### src/rtl/fb_pkg.sv
// Shared frame-buffer definitions used by the capture, arbiter and display-driver blocks.
package fb_pkg;

  localparam int IMAGE_SIZE = 3840;

  typedef logic [15:0] rgb565_t;

  typedef enum logic [0:0] {
    FILL  = 1'b0,
    ARMED = 1'b1
  } swap_state_e;

endpackage

### src/rtl/fb_swap_fsm.sv
// Double-buffer swap controller: counts captured pixels and decides at each capture
// frame boundary whether the freshly written bank can be handed to the driver.
module fb_swap_fsm
  import fb_pkg::*;
#(
  parameter int IMAGE_SIZE = fb_pkg::IMAGE_SIZE,
  parameter int CNT_WIDTH  = $clog2(IMAGE_SIZE + 1)
) (
  input  logic       rgbClk,
  input  logic       nrst,
  input  logic       frame_start,
  input  logic       wr_accept,
  input  logic       rd_busy,
  output logic       swap_now,
  output logic       read_bank,
  output logic       frame_valid,
  output logic       swap_pulse,
  output logic [7:0] dropped_frames
);

  localparam logic [CNT_WIDTH-1:0] FULL_COUNT = CNT_WIDTH'(IMAGE_SIZE);
  localparam logic [CNT_WIDTH-1:0] ONE_COUNT  = {{(CNT_WIDTH-1){1'b0}}, 1'b1};

  swap_state_e          state_r;
  swap_state_e          state_next_s;
  logic [CNT_WIDTH-1:0] pix_count_r;
  logic                 count_full_s;
  logic                 swap_now_s;
  logic                 drop_now_s;
  logic                 read_bank_r;
  logic                 frame_valid_r;
  logic                 swap_pulse_r;
  logic [7:0]           dropped_r;

  assign count_full_s = (pix_count_r == FULL_COUNT);

  // swap state register
  always_ff @(posedge rgbClk or negedge nrst) begin
    if (!nrst) begin
      state_r <= FILL;
    end else begin
      state_r <= state_next_s;
    end
  end

  // next state and swap/drop decisions for the current frame boundary
  always_comb begin
    state_next_s = state_r;
    swap_now_s   = 1'b0;
    drop_now_s   = 1'b0;
    case (state_r)
      FILL: begin
        if (frame_start) begin
          drop_now_s = 1'b1;
        end else if (count_full_s) begin
          state_next_s = ARMED;
        end else begin
          state_next_s = FILL;
        end
      end
      ARMED: begin
        if (frame_start) begin
          state_next_s = FILL;
          if (rd_busy) begin
            drop_now_s = 1'b1;
          end else begin
            swap_now_s = 1'b1;
          end
        end else begin
          state_next_s = ARMED;
        end
      end
      default: begin
        state_next_s = FILL;
      end
    endcase
  end

  // pixel counter; a write on the boundary cycle is pixel 1 of the new frame
  always_ff @(posedge rgbClk or negedge nrst) begin
    if (!nrst) begin
      pix_count_r <= '0;
    end else if (frame_start) begin
      pix_count_r <= wr_accept ? ONE_COUNT : '0;
    end else if (wr_accept && !count_full_s) begin
      pix_count_r <= pix_count_r + ONE_COUNT;
    end else begin
      pix_count_r <= pix_count_r;
    end
  end

  // bank ownership, frame-valid flag, swap pulse and dropped-frame counter
  always_ff @(posedge rgbClk or negedge nrst) begin
    if (!nrst) begin
      read_bank_r   <= 1'b1;
      frame_valid_r <= 1'b0;
      swap_pulse_r  <= 1'b0;
      dropped_r     <= 8'd0;
    end else begin
      swap_pulse_r <= swap_now_s;
      if (swap_now_s) begin
        read_bank_r   <= ~read_bank_r;
        frame_valid_r <= 1'b1;
      end else begin
        read_bank_r   <= read_bank_r;
        frame_valid_r <= frame_valid_r;
      end
      if (drop_now_s && (dropped_r != 8'hFF)) begin
        dropped_r <= dropped_r + 8'd1;
      end else begin
        dropped_r <= dropped_r;
      end
    end
  end

  assign swap_now       = swap_now_s;
  assign read_bank      = read_bank_r;
  assign frame_valid    = frame_valid_r;
  assign swap_pulse     = swap_pulse_r;
  assign dropped_frames = dropped_r;

endmodule

### src/rtl/fb_bank_arbiter.sv
// Single-port frame-buffer RAM arbiter: capture writes win over driver reads, and the
// bank MSB of the RAM address follows the double-buffer swap controller.
module fb_bank_arbiter
  import fb_pkg::*;
#(
  parameter int PIX_ADDR_WIDTH = 12,
  parameter int RAM_DATA_WIDTH = 16,
  parameter int IMAGE_SIZE     = fb_pkg::IMAGE_SIZE
) (
  input  logic                      rgbClk,
  input  logic                      nrst,
  input  logic                      wrEn,
  input  logic [PIX_ADDR_WIDTH-1:0] wrAddr,
  input  logic [RAM_DATA_WIDTH-1:0] wrData,
  input  logic                      frameStart,
  input  logic                      rdReq,
  input  logic [PIX_ADDR_WIDTH-1:0] rdAddr,
  input  logic                      rdBusy,
  output logic                      rdGrant,
  output logic                      rdValid,
  output logic [RAM_DATA_WIDTH-1:0] rdData,
  output logic [PIX_ADDR_WIDTH:0]   ramAddr,
  output logic [RAM_DATA_WIDTH-1:0] ramWData,
  output logic                      ramWe,
  input  logic [RAM_DATA_WIDTH-1:0] ramRData,
  output logic                      readBank,
  output logic                      frameValid,
  output logic                      swapPulse,
  output logic [7:0]                droppedFrames
);

  localparam logic [PIX_ADDR_WIDTH:0] ADDR_LIMIT = (PIX_ADDR_WIDTH + 1)'(IMAGE_SIZE);

  logic                      wr_accept_s;
  logic                      rd_grant_s;
  logic                      swap_now_s;
  logic                      read_bank_s;
  logic                      bank_sel_s;
  logic [PIX_ADDR_WIDTH:0]   ram_addr_r;
  logic [RAM_DATA_WIDTH-1:0] ram_wdata_r;
  logic                      ram_we_r;
  logic                      rd_pend_r;
  logic                      rd_valid_r;

  assign wr_accept_s = wrEn && ({1'b0, wrAddr} < ADDR_LIMIT);
  assign rd_grant_s  = rdReq & ~wrEn;
  // On a swap cycle the access already targets the post-swap bank assignment.
  assign bank_sel_s  = read_bank_s ^ swap_now_s;

  fb_swap_fsm #(
    .IMAGE_SIZE(IMAGE_SIZE),
    .CNT_WIDTH ($clog2(IMAGE_SIZE + 1))
  ) u_swap_fsm (
    .rgbClk        (rgbClk),
    .nrst          (nrst),
    .frame_start   (frameStart),
    .wr_accept     (wr_accept_s),
    .rd_busy       (rdBusy),
    .swap_now      (swap_now_s),
    .read_bank     (read_bank_s),
    .frame_valid   (frameValid),
    .swap_pulse    (swapPulse),
    .dropped_frames(droppedFrames)
  );

  // RAM port registers and the two-stage read-valid pipeline
  always_ff @(posedge rgbClk or negedge nrst) begin
    if (!nrst) begin
      ram_addr_r  <= '0;
      ram_wdata_r <= '0;
      ram_we_r    <= 1'b0;
      rd_pend_r   <= 1'b0;
      rd_valid_r  <= 1'b0;
    end else begin
      ram_we_r   <= wr_accept_s;
      rd_pend_r  <= rd_grant_s;
      rd_valid_r <= rd_pend_r;
      if (wr_accept_s) begin
        ram_addr_r  <= {~bank_sel_s, wrAddr};
        ram_wdata_r <= wrData;
      end else if (rd_grant_s) begin
        ram_addr_r  <= {bank_sel_s, rdAddr};
        ram_wdata_r <= ram_wdata_r;
      end else begin
        ram_addr_r  <= ram_addr_r;
        ram_wdata_r <= ram_wdata_r;
      end
    end
  end

  assign rdGrant  = rd_grant_s;
  assign rdValid  = rd_valid_r;
  assign rdData   = rd_valid_r ? ramRData : '0;
  assign ramAddr  = ram_addr_r;
  assign ramWData = ram_wdata_r;
  assign ramWe    = ram_we_r;
  assign readBank = read_bank_s;

endmodule

### config.mk
export PLATFORM = sky130hd
export DESIGN_NAME = fb_bank_arbiter
export DESIGN_NICKNAME = d
export VERILOG_FILES = /design/src/rtl/fb_pkg.sv /design/src/rtl/fb_swap_fsm.sv /design/src/rtl/fb_bank_arbiter.sv
export SDC_FILE = /design/constraint.sdc
export NUM_CORES = 1
export LEC_CHECK = 0
export ABC_AREA = 0
export CORE_MARGIN = 2
export CORE_UTILIZATION = 50
export DETAILED_ROUTE_END_ITERATION = 8
export DONT_BUFFER_PORTS = 1
export GPL_ROUTABILITY_DRIVEN = 0
export GPL_TIMING_DRIVEN = 0
export SETUP_SLACK_MARGIN = 0.05
export SKIP_CTS_REPAIR_TIMING = 1
export SYNTH_ARGS = -nofsm -noshare
export SYNTH_HDL_FRONTEND = slang
export SYNTH_SLANG_ARGS = --single-unit
### constraint.sdc
create_clock -name rgbClk -period 4 [get_ports rgbClk]
set_clock_uncertainty 0.2 [all_clocks]
set_input_delay 0.8 -clock rgbClk [delete_from_list [all_inputs] [get_ports rgbClk]]
set_output_delay 0.8 -clock rgbClk [all_outputs]
set_load 0.02 [all_outputs]
==> reports/qor.txt, run 1 <==
Result of the run -> finished, final reports clean
Layout cells sized above 1 -> 9.339%
Hold crit path type -> input pin to async pin
Register bit total from synthesis -> 56
DRT iter0 DRCs -> 33
Biggest area contributors in the synthesized netlist -> dfrtp_1 54%, nand2_1 8.1%, and2_1 4.4%, a22o_1 4.1%, a21o_1 3.5%
Min Hold Slack -> 0.1284 ns
Buffers from clock root to sink, at most -> 2
Antenna violations before repair -> 0
Clock Pin Slew Worst Setup and Hold Paths -> 0.10 ns
Worst Tran Pin Value -> 0.6608 ns
Critical-path top delay cell -> clkbuf_1
Number of nets in the layout -> 321
Die footprint -> 5674 sq um
Power per unit of standard cell area -> 488.1 nW/um^2
F_max -> 0.3760 GHz
Setup repair after global routing missed its margin -> no
P_leak -> 1.359 nW
Clock tree root driver cell -> clkbuf_8
Mean routed wirelength per cell -> 15.78 microns
Synthesis Warnings -> 0
Register area share after synthesis -> 55.14%
Die X -> 75.33 microns
Ranking of synthesized cells by instance count -> 55 x dfrtp_1, 55 x nand2_1, 18 x and2_1, 15 x nor2_1
Crit path buf inv count -> 1
Netlist Area Pre-Place -> 2544 sq um
Number of vias in the routed layout -> 1,743
Final Max Slew Viols -> 0
Total area of multi-input combinational cells -> 1075 sq um
Count of antenna-violating nets left after detailed routing -> 0
Clk_lat worst skew -> 0.30 ns
DP HPWL -> 3.763 mm
Kind of start point of the critical path -> input pin
Sink count of the clock tree -> 56
Largest net degree at the start of global routing -> 57
Global-route wire length before repair -> 7.783 mm
Proportion of register bits with asynchronous set or reset after synthesis -> 100.0%
Arrival time of the worst setup path -> 1.66 ns
Met2 global-route usage -> 27.05%
Reg-to-Reg Start -> u_swap_fsm.pix_count_r[6]
Global-route total usage across every layer -> 17.77%
Largest voltage drop on the vdd net -> 0.2055 mV
Growth of design area from synthesis to finish -> 9.346%
Crit path required time -> 3.00 ns
Netlist cell types -> 38
Total of buffers placed on input and output ports -> 0
Busiest metal layer after global routing -> met2
Cell family with most CP delay -> buffers and inverters
Gate count of the mapped netlist -> 248
N_diodes -> 0
Vias in the first global route -> 1,690
Mean cell area of the mapped netlist -> 10.26 sq um
Remaining max-slew budget at the tightest pin -> 55.95%
Total area of sequential cells -> 1403 sq um
Synth top area share -> 54.11%
Number of CTS-inserted buffers -> 5
Setup_tns -> 0 ns
Cell taking the most area after synthesis -> dfrtp_1
Number of iterations in the first detailed-routing pass -> 4
R2R Path End -> u_swap_fsm.pix_count_r[2]
Total congestion overflow after global routing -> 0
Leading register cell type out of synthesis -> dfrtp_1
Die extent in y -> 75.33 microns
Total routed wirelength -> 5.112 mm
Total setup violations reported at the end of the flow -> 0
Number of synthesized flops with an enable pin -> 0
Critical Setup Path Class -> input pin to output pin
Final critical path time including I/O delays and setup -> 2.660 ns
Count of maximum capacitance violations -> 0
I/O pins -> 121
Share of the cycle needed by the critical path after routing -> 66.50%
Met1 Resource Use GR -> 24.74%
Syn_nets -> 313
Fin. Hold Viols -> 0
Cells along the critical path -> nor2b_1 -> clkbuf_1
Met3 track demand over resource -> 7.011%
Maximum fanout encountered on the critical timing path -> 11
DRC violation count after routing -> 0
Fill cell total of the finished layout -> 448
TritonCTS clock tree -> done
Slowest Stage Delay on Critical Path -> 0.56 ns
Effective utilization at floorplan -> 52.81%
Worst reg2reg path depth -> 4
Flop2flop setup slack -> 2.09 ns
Setup crit end kind -> output pin
Core footprint -> 4817 sq um
Placement Rows -> 25
Vias per inst -> 5.380
H-tree level count -> 2
-- how the worst max path moves through the flow --
| stage | startpoint | endpoint | slack, ns | cells after the start |
|---|---|---|---|---|
| floorplan | rdReq | rdGrant | 1.48 | 2 |
| global placement | rdReq | rdGrant | 1.33 | 2 |
| finish | rdReq | rdGrant | 1.34 | 2 |
| detailed placement | rdReq | rdGrant | 1.33 | 2 |
| CTS | rdReq | rdGrant | 1.33 | 2 |
| global route | rdReq | rdGrant | 1.27 | 2 |
-- power breakdown --
part / internal (mW) / switching [mW] / leakage [nW] / total, mW
clock network: 0.221 / 0.175 / 0.0645 / 0.396
logic: 0.0747 / 0.0898 / 0.592 / 0.165
registers: 0.637 / 0.160 / 0.702 / 0.797
total: 0.933 / 0.425 / 1.36 / 1.36
-- metrics by stage --
step | setup slack [ns] | cell area (sq um) | instances | util [%] | power [mW]
after floorplan | 1.484 | 2544 | 248 | - | 0.9206
after global routing | 1.265 | 2781 | 324 | 57.74 | 1.432
after global placement | 1.329 | 2628 | 315 | 54.55 | 0.9608
final | 1.340 | 2781 | 324 | 57.74 | 1.358
after detailed placement | 1.328 | 2628 | 315 | 54.55 | 0.9637
after CTS | 1.331 | 2754 | 323 | 57.17 | 1.365
-- kinds of logic (layout without fill, tap and decap cells) --
family	count (synthesis)	after routing	synth area share (%)
multiplexers	3	3	1.475
flip-flops	56	56	55.14
XOR/XNOR	12	12	4.132
AND/OR/NAND/NOR	122	122	24.15
AO/OA/AOI/OAI	36	36	11.02
buffers and inverters	16	25	2.606
adder cells (fa/ha/maj)	3	3	1.476
-- flip-flops by register name, summed over array words and instances, names as in the netlist --
signal / flops
u_swap_fsm.swap_pulse: 1
u_swap_fsm.dropped_frames: 8
u_swap_fsm.read_bank: 1
u_swap_fsm.state_r: 1
u_swap_fsm.frame_valid: 1
ramAddr: 13
ramWe: 1
rdValid: 1
rd_pend_r: 1
u_swap_fsm.pix_count_r: 12
ramWData: 16
-- worst reg2reg max path: stages (launching register included) --
cell	delay [ns]
dfrtp_1	0.41
or4_4	0.55
nor3_4	0.25
nor3b_1	0.10
mux2_4	0.30
-- final cells by class --
type,count,share of cell area [%]
sequential,56,50.43
multi-input combinational,176,38.64
clock buffer,7,3.464
tap,67,3.014
buffer,10,1.574
clock inverter,1,1.080
timing repair buffer,1,0.9897
inverter,6,0.8097
-- cell usage in the layout, fill, tap and decap left out, types with 2 or more instances in the layout --
| cell | Yosys | layout |
|---|---|---|
| xnor2_1 | 3 | 3 |
| and3_1 | 2 | 2 |
| inv_1 | 6 | 6 |
| ha_1 | 3 | 3 |
| nor2b_1 | 3 | 3 |
| o31ai_1 | 4 | 4 |
| mux2_2 | 2 | 2 |
| clkbuf_1 | 4 | 4 |
| nand2_1 | 55 | 55 |
| xor2_1 | 9 | 9 |
| o21ai_0 | 2 | 2 |
| a21oi_1 | 3 | 3 |
| a21o_1 | 12 | 12 |
| dfrtp_1 | 55 | 55 |
| or4_1 | 2 | 2 |
| nor3_1 | 3 | 3 |
| nor2_1 | 15 | 15 |
| clkbuf_8 | 0 | 7 |
| nand2b_1 | 3 | 3 |
| a22o_1 | 12 | 12 |
| and2_1 | 18 | 18 |
| nand3_1 | 6 | 6 |
| nand4_1 | 6 | 6 |
| buf_2 | 5 | 5 |
-- layer usage --
layer	part of all wire [%]	routed length [microns]
met1	44	2273
met3	10	523
met2	45	2284
met4	0.61	31
met5	0	0
Power figures use the tool's default switching activity.
==> run 2: changes to the inputs <==
PLACE_DENSITY = 0.68   (was not set)
clock period = 2.2 ns   (was 4 ns; I/O delays follow)
==> reports/qor.txt, run 2 (synthesis gave the netlist of run 1 again) <==
Setup slack of the critical path after layout -> 0.2180 ns
N_diodes -> 0
Total setup violations reported at the end of the flow -> 0
Largest net degree at the start of global routing -> 57
Worst Tran Pin Value -> 0.7173 ns
Maximum fanout encountered on the critical timing path -> 11
Critical Setup Path Class -> input pin to output pin
Clock tree root driver cell -> clkbuf_8
Result of the run -> finished, final reports clean
Total of buffers placed on input and output ports -> 0
P_leak -> 1.346 nW
Setup repair after global routing missed its margin -> no
Clk_lat worst skew -> 0.31 ns
Die footprint -> 5674 sq um
H-tree level count -> 2
Number of vias in the routed layout -> 1,834
Fill cell total of the finished layout -> 423
Vias in the first global route -> 1,635
Place WS -> 0.1272 ns
Final critical path time including I/O delays and setup -> 1.982 ns
Critical-path top delay cell -> clkbuf_1
Core footprint -> 4817 sq um
DRC violation count after routing -> 0
TritonCTS clock tree -> done
Layout cells sized above 1 -> 10.08%
Cell family with most CP delay -> buffers and inverters
Placement Rows -> 25
Slowest Stage Delay on Critical Path -> 0.60 ns
Crit path required time -> 1.56 ns
Cells along the critical path -> nor2b_1 -> clkbuf_1
Setup_tns -> 0 ns
Number of CTS-inserted buffers -> 5
Growth of design area from synthesis to finish -> 8.559%
I/O pins -> 121
DP HPWL -> 3.934 mm
Cells after DPL -> 315
F_max -> 0.5045 GHz
Post-layout util -> 57.32%
Vias per inst -> 5.643
Sink count of the clock tree -> 56
Most common cell after layout, fill and taps aside -> nand2_1
Final cell count without fillers -> 325
Remaining max-slew budget at the tightest pin -> 52.18%
Buffers from clock root to sink, at most -> 2
Share of the cycle needed by the critical path after routing -> 90.09%
Number of iterations in the first detailed-routing pass -> 4
Total congestion overflow after global routing -> 0
Crit path buf inv count -> 1
Global-route total usage across every layer -> 18.46%
Mean routed wirelength per cell -> 16.06 microns
DRT iter0 DRCs -> 92
Final Max Slew Viols -> 0
Setup crit end kind -> output pin
Count of antenna-violating nets left after detailed routing -> 0
Die extent in y -> 75.33 microns
Fin. Hold Viols -> 0
Max FFs per register -> 16
Antenna violations before repair -> 0
Largest voltage drop on the vdd net -> 0.4005 mV
Hold crit path type -> input pin to flip-flop
Clock Pin Slew Worst Setup and Hold Paths -> 0.11 ns
Number of nets in the layout -> 322
Global-route wire length before repair -> 7.921 mm
Effective utilization at floorplan -> 52.81%
Count of maximum capacitance violations -> 0
Total routed wirelength -> 5.221 mm
Die X -> 75.33 microns
Post-layout total power -> 2.341 mW
Kind of start point of the critical path -> input pin
Power per unit of standard cell area -> 847.9 nW/um^2
Arrival time of the worst setup path -> 1.34 ns
Most frequent cells in the layout -> 55 x nand2_1, 54 x dfrtp_1, 18 x and2_1, 15 x nor2_1
[run 2: final timing paths]
kind	endpoint	slack (ns)	cells after the start	start
max reg2reg	u_swap_fsm.pix_count_r[2]	0.24	4	u_swap_fsm.pix_count_r[6]
min reg2reg	rdValid	0.16	0	rd_pend_r
min	ramWData[7]	0.03	2	wrData[7]
max in group asynchronous	u_swap_fsm.read_bank	1.07	2	nrst
min in group asynchronous	u_swap_fsm.pix_count_r[10]	0.45	2	nrst
max	rdGrant	0.22	2	rdReq
[run 2: final cells by class]
cell class | count | area [sq um] | share of cell area [%]
Sequential cell | 56 | 1404 | 50.84
Multi-Input combinational cell | 176 | 1075 | 38.92
Tap cell | 67 | 83.83 | 3.036
Clock buffer | 5 | 68.82 | 2.492
Buffer | 10 | 45.04 | 1.631
Timing Repair Buffer | 2 | 37.54 | 1.359
Clock inverter | 3 | 25.02 | 0.9062
Inverter | 6 | 22.52 | 0.8156
[run 2: report_power, final]
part	internal [mW]	switching, mW	total (mW)
registers	1.16	0.297	1.46
logic	0.137	0.165	0.302
clock network	0.233	0.351	0.584
[run 2: metal layers]
layer | routed length [microns] | up-vias | global-route usage (%) | part of all wire, %
met5 | 0 | - | 0 | 0
met4 | 32 | 0 | 4.678 | 0.61
met2 | 2578 | 97 | 30.63 | 49
met1 | 2191 | 871 | 24.31 | 42
li1 | - | 862 | - | -
met3 | 418 | 4 | 4.894 | 8.0
[run 2: stage by stage]
stage	instance area, sq um	hold slack [ns]
final	2761	0.02645
after global routing	2761	0.004368
after CTS	2721	-0.4038
after detailed placement	2628	-0.05388
after global placement	2628	-0.05339
after floorplan	2544	-0.05559
